[src/rtl/mux2a1ochobits_rr.sv]
// rtl/mux2a1ochobits_rr.sv - two-lane 8-bit merge with per-lane FIFOs and round-robin output
module mux2a1ochobits_rr #(
    parameter int WIDTH = 8,
    parameter int DEPTH = 4
) (
    input  logic             clk,
    input  logic             reset,
    input  logic             valid_in0,
    input  logic [WIDTH-1:0] data_in0,
    input  logic             valid_in1,
    input  logic [WIDTH-1:0] data_in1,
    input  logic             out_ready,
    output logic             valid_out,
    output logic [WIDTH-1:0] data_out,
    output logic             selector_out,
    output logic             full0,
    output logic             full1,
    output logic             empty0,
    output logic             empty1,
    output logic             overflow0,
    output logic             overflow1
);

    localparam int PW = $clog2(DEPTH);
    localparam int CW = PW + 1;

    logic [WIDTH-1:0] mem0 [DEPTH];
    logic [WIDTH-1:0] mem1 [DEPTH];
    logic [PW-1:0]    wptr0, rptr0, wptr1, rptr1;
    logic [CW-1:0]    count0, count1;
    logic             last_grant;

    logic slot_free, pop0, pop1, grant_any;
    logic wr0, wr1, drop0, drop1;

    assign full0  = (count0 == CW'(DEPTH));
    assign full1  = (count1 == CW'(DEPTH));
    assign empty0 = (count0 == '0);
    assign empty1 = (count1 == '0);

    always_comb begin
        slot_free = !valid_out || out_ready;
        pop0 = 1'b0;
        pop1 = 1'b0;
        // Only words present at cycle start compete; a tie goes to the lane not granted last.
        if (slot_free) begin
            if (!empty0 && !empty1) begin
                pop0 = last_grant;
                pop1 = !last_grant;
            end else begin
                pop0 = !empty0;
                pop1 = !empty1;
            end
        end
        grant_any = pop0 || pop1;
        // A full lane still accepts a word when it is being popped in the same cycle.
        wr0   = valid_in0 && (!full0 || pop0);
        wr1   = valid_in1 && (!full1 || pop1);
        drop0 = valid_in0 && full0 && !pop0;
        drop1 = valid_in1 && full1 && !pop1;
    end

    always_ff @(posedge clk) begin
        if (!reset && wr0) begin
            mem0[wptr0] <= data_in0;
        end
        if (!reset && wr1) begin
            mem1[wptr1] <= data_in1;
        end
    end

    always_ff @(posedge clk) begin
        if (reset) begin
            wptr0        <= '0;
            rptr0        <= '0;
            count0       <= '0;
            wptr1        <= '0;
            rptr1        <= '0;
            count1       <= '0;
            overflow0    <= 1'b0;
            overflow1    <= 1'b0;
            last_grant   <= 1'b1;
            valid_out    <= 1'b0;
            data_out     <= '0;
            selector_out <= 1'b0;
        end else begin
            if (wr0) begin
                wptr0 <= wptr0 + PW'(1);
            end
            if (wr1) begin
                wptr1 <= wptr1 + PW'(1);
            end
            if (pop0) begin
                rptr0 <= rptr0 + PW'(1);
            end
            if (pop1) begin
                rptr1 <= rptr1 + PW'(1);
            end
            count0    <= count0 + CW'(wr0) - CW'(pop0);
            count1    <= count1 + CW'(wr1) - CW'(pop1);
            overflow0 <= overflow0 || drop0;
            overflow1 <= overflow1 || drop1;

            // With no eligible lane the slot empties but data/selector keep their last values.
            if (slot_free) begin
                valid_out <= grant_any;
                if (grant_any) begin
                    data_out     <= pop1 ? mem1[rptr1] : mem0[rptr0];
                    selector_out <= pop1;
                    last_grant   <= pop1;
                end
            end
        end
    end

endmodule

[config.mk]
export PLATFORM = sky130hd
export DESIGN_NAME = mux2a1ochobits_rr
export DESIGN_NICKNAME = d
export VERILOG_FILES = /design/src/rtl/mux2a1ochobits_rr.sv
export SDC_FILE = /design/constraint.sdc
export NUM_CORES = 1
export LEC_CHECK = 0
export BUFFER_PORTS_ARGS = -buffer_cell sky130_fd_sc_hd__buf_4
export CORE_ASPECT_RATIO = 0.9
export CORE_MARGIN = 3
export CORE_UTILIZATION = 45
export DETAILED_ROUTE_END_ITERATION = 12
export PLACE_DENSITY = 0.62
export RECOVER_POWER = 50
export SLEW_MARGIN = 10
export SYNTH_ARGS = -nofsm -noshare
export SYNTH_HDL_FRONTEND = slang
export SYNTH_SLANG_ARGS = --single-unit
[constraint.sdc]
create_clock -name clk -period 2.6 [get_ports clk]
set_clock_uncertainty 0.1 [all_clocks]
set_input_delay 0.26 -clock clk [delete_from_list [all_inputs] [get_ports clk]]
set_output_delay 0.26 -clock clk [all_outputs]
set_load 0.01 [all_outputs]
==> summary.txt <==
Run status
  • Status: finished, final reports clean

Clocking
  • Postcts setup bufs: 0
  • Clock Tree Root: clkbuf_8
  • Clock Latency Late Sink: 0.36 ns
  • Post-CTS sizing: 0
  • CTS max path bufs: 2
  • Clock transition at path regs: 0.09 ns
  • Cts hold-fix bufs: 16
  • CTS tree: yes
  • Inserted Clock Buffers: 9
  • TritonCTS Sinks: 95
  • CTS H-tree depth: 3

Critical path
  • Worst Path Required: 2.75 ns
  • Reg2Reg Setup Slack: 0.28 ns
  • CP Data Arrival Time: 2.46 ns
  • FF-to-FF End: count0[2]
  • CP endpoint kind: flop
  • Critical-path maximum fanout: 5
  • Setup CP Type: reg -> reg
  • Startpoint types: flop
  • Reg2reg start: count0[1]
  • Worst r2r path cells: 10

Final layout
  • Finished Cell Area: 0.00448 mm2
  • Reg area: 0.00254 mm2
  • Layout cell share with drive strength beyond 1: 18.9%
  • Area growth syn-to-layout: 16.8%
  • # diodes: 0
  • Multi-input combinational cell area: 0.00119 mm2
  • Final #Nets: 325
  • Layout filler cell count: 673

Yosys
  • Area leader, netlist: edfxtp_1
  • Area share of and/or/nand/nor cells after synthesis: 6.04%
  • Register area share after synthesis: 66.3%
  • Top cells by area, synth: edfxtp_1 50%, dfxtp_1 16%, mux4_2 9.4%
  • Main combinational cell family by area after synthesis: multiplexers
  • Cell count after synthesis: 238
  • Syn Area/Cell: 16.1 um2
  • Adder-cell share of the synthesized area: 4.31%
  • Synth unique cells: 38
  • Post-Syn Nets: 271
  • YS warnings: 0
  • Synth Area in XOR/XNOR: 1.83%
  • Synthesis-stage register bit count: 95
  • Multiplexer share of the synthesized area: 12.5%
  • Mapped cell area: 0.00383 mm2
  • Area share of the largest cell type after synthesis: 50.1%
  • Compound-gate portion of the synthesized area: 6.43%

STA
  • Final period util: 89.1%
  • RSZ-0062 raised after global routing: no
  • Final setup fails: 0
  • Final Critical Period: 2.32 ns
  • Max Slew Vio Count: 0
  • Final Hold Fails: 0
  • Worst Max-Slew Pin Slew: 0.574 ns
  • Setup TNS: 0 ns
  • Slew HR: 61.5%
  • Worst Slack Setup Final: 0.285 ns
  • FMAX: 432 MHz

Drt
  • 1st-iter DRT viols: 82
  • Final WL: 6.52 mm
  • Via density: 4.92
  • Drt wl/cell: 15.8 um
  • DRC: 0
  • Final ANT Viol Nets: 0
  • TritonRoute pass-1 iters: 4
  • Vias: 2,028

Placed design
  • Global placer's final weighted congestion: 0.764
  • Cell area after placement: 0.00421 mm2
  • DP HPWL: 4.48 mm
  • Port Buffers: 36
  • Place WS: 0.282 ns

Min path
  • Worst Hold Depth: 3
  • WHS Endpoint: overflow1
  • Hold Path Class: in -> reg
  • Hold wc startpoint: valid_in1

Global routing
  • Initial antenna violation count: 0
  • Global-route wire length before repair: 10.2 mm
  • Largest net degree at the start of global routing: 23
  • Overflow after GRT: 0
  • Vias in the first global route: 1,952
  • GR Util All Layers: 14.5%

Power
  • LEAKAGE: 1.62 nW
  • Peak supply drop: 0.000423 V
  • Pwr/cell area: 1020 mW/mm2

Floorplanning
  • Die ar.: 0.00967 mm2
  • Core area: 0.00818 mm2
  • I/O pin cnt: 37
  • Die height: 93.6 um
  • Std-Cell Rows: 31
  • Chip width: 103 um
  • Initial core utilization: 46.9%

Run
  • Max Cap Viol: 0
## stage by stage
stage / instances / hold slack (ns) / power (mW) / util, %
2_1_floorplan: 238 / 0.259 / 3.22 / -
3_3_place_gp: 380 / 0.347 / 3.62 / 51.4
3_5_place_dp: 380 / 0.353 / 3.64 / 51.4
4_1_cts: 412 / 0.0607 / 4.71 / 56.0
5_1_grt: 412 / 0.0847 / 4.88 / 54.7
6_report: 412 / 0.0717 / 4.58 / 54.7
## worst max-delay path: stages, from the launching register on
cell and delay (ns):
dfxtp_1 0.40, or3_4 0.46, o211ai_4 0.13, nand3_1 0.11, o21ai_0 0.08, ha_1 0.16, inv_1 0.05, fa_1 0.37
xor2_1 0.17, xnor2_1 0.13, nor2_1 0.05
## sequential cells by signal (all words and copies together), names as in the netlist, named ones only
register / cells
valid_out: 1
mem1: 32
mem0: 32
overflow0: 1
last_grant: 1
rptr0: 2
count1: 3
count0: 3
data_out: 8
overflow1: 1
wptr1: 2
wptr0: 2
selector_out: 1
rptr1: 2
## cells by family (layout without fill, tap and decap cells)
| kind of cell | after synthesis | after routing |
|---|---|---|
| fa+ha+maj | 12 | 12 |
| compound gates | 32 | 32 |
| xor+xnor | 8 | 8 |
| mux | 27 | 27 |
| simple gates | 43 | 43 |
| flops | 95 | 95 |
| buf+inv | 21 | 80 |
## power breakdown
part | switching, mW | internal, mW
Sequential | 0.232 | 1.85
Combinational | 0.750 | 0.708
Clock | 0.498 | 0.543
## per-layer routing
layer	vias up	global-route usage [%]	wire, um
met4	0	5.18	97
met3	9	4.03	241
met5	-	0	0
met1	989	19.9	3190
met2	34	22.0	2990
li1	996	-	-
## synth_stat cells
cell and n:
buf_6 1, a31oi_1 2, mux2i_1 9, o211a_1 1, nor2b_1 2, xor2_1 5, clkinv_4 1, fa_1 2
or3_4 2, mux4_2 16, ha_1 10, inv_1 9, o31ai_4 1, edfxtp_1 64, o2111ai_1 2, buf_4 1
nand3_1 2, and3_2 4, a21boi_4 2, nand4_1 1, a21oi_1 10, o31ai_1 1, buf_2 3, nor2_1 19
clkbuf_1 3, nand3_4 1, nand2b_1 1, dfxtp_1 31, mux2_4 2, a21boi_2 1, xnor2_1 3, nor3b_1 1
and3_1 4, nand2_1 6, o211ai_4 1, o21bai_1 1, buf_1 3, o21ai_0 10
## worst max-delay path by stage
stage	start	endpoint	slack, ns
3_5_place_dp	count0[1]	count0[2]	0.28
4_1_cts	count0[1]	count1[2]	0.26
2_1_floorplan	count0[1]	count1[2]	0.21
3_3_place_gp	count1[1]	count0[2]	0.34
6_report	count0[1]	count0[2]	0.28
5_1_grt	count0[1]	count0[2]	0.12
## placed cells by master, fill, tap and decap left out, types with 3 or more instances in the layout
master / n
edfxtp_1: 64
dfxtp_1: 31
clkbuf_1: 28
nor2_1: 19
mux4_2: 16
dlygate4sd3_1: 16
o21ai_0: 10
a21oi_1: 10
ha_1: 10
buf_4: 10
inv_1: 9
mux2i_1: 9
clkbuf_8: 9
nand2_1: 6
xor2_1: 5
and3_2: 4
and3_1: 4
xnor2_1: 3
## layout make-up
| class | count | share of cell area [%] |
|---|---|---|
| clock buffer | 9 | 2.76 |
| clock inverter | 7 | 2.09 |
| inverter | 10 | 0.949 |
| multi-input combinational | 122 | 26.6 |
| sequential | 95 | 56.7 |
| tap | 115 | 3.21 |
| timing repair buffer | 54 | 7.60 |
(Power assumes the default switching activity.)
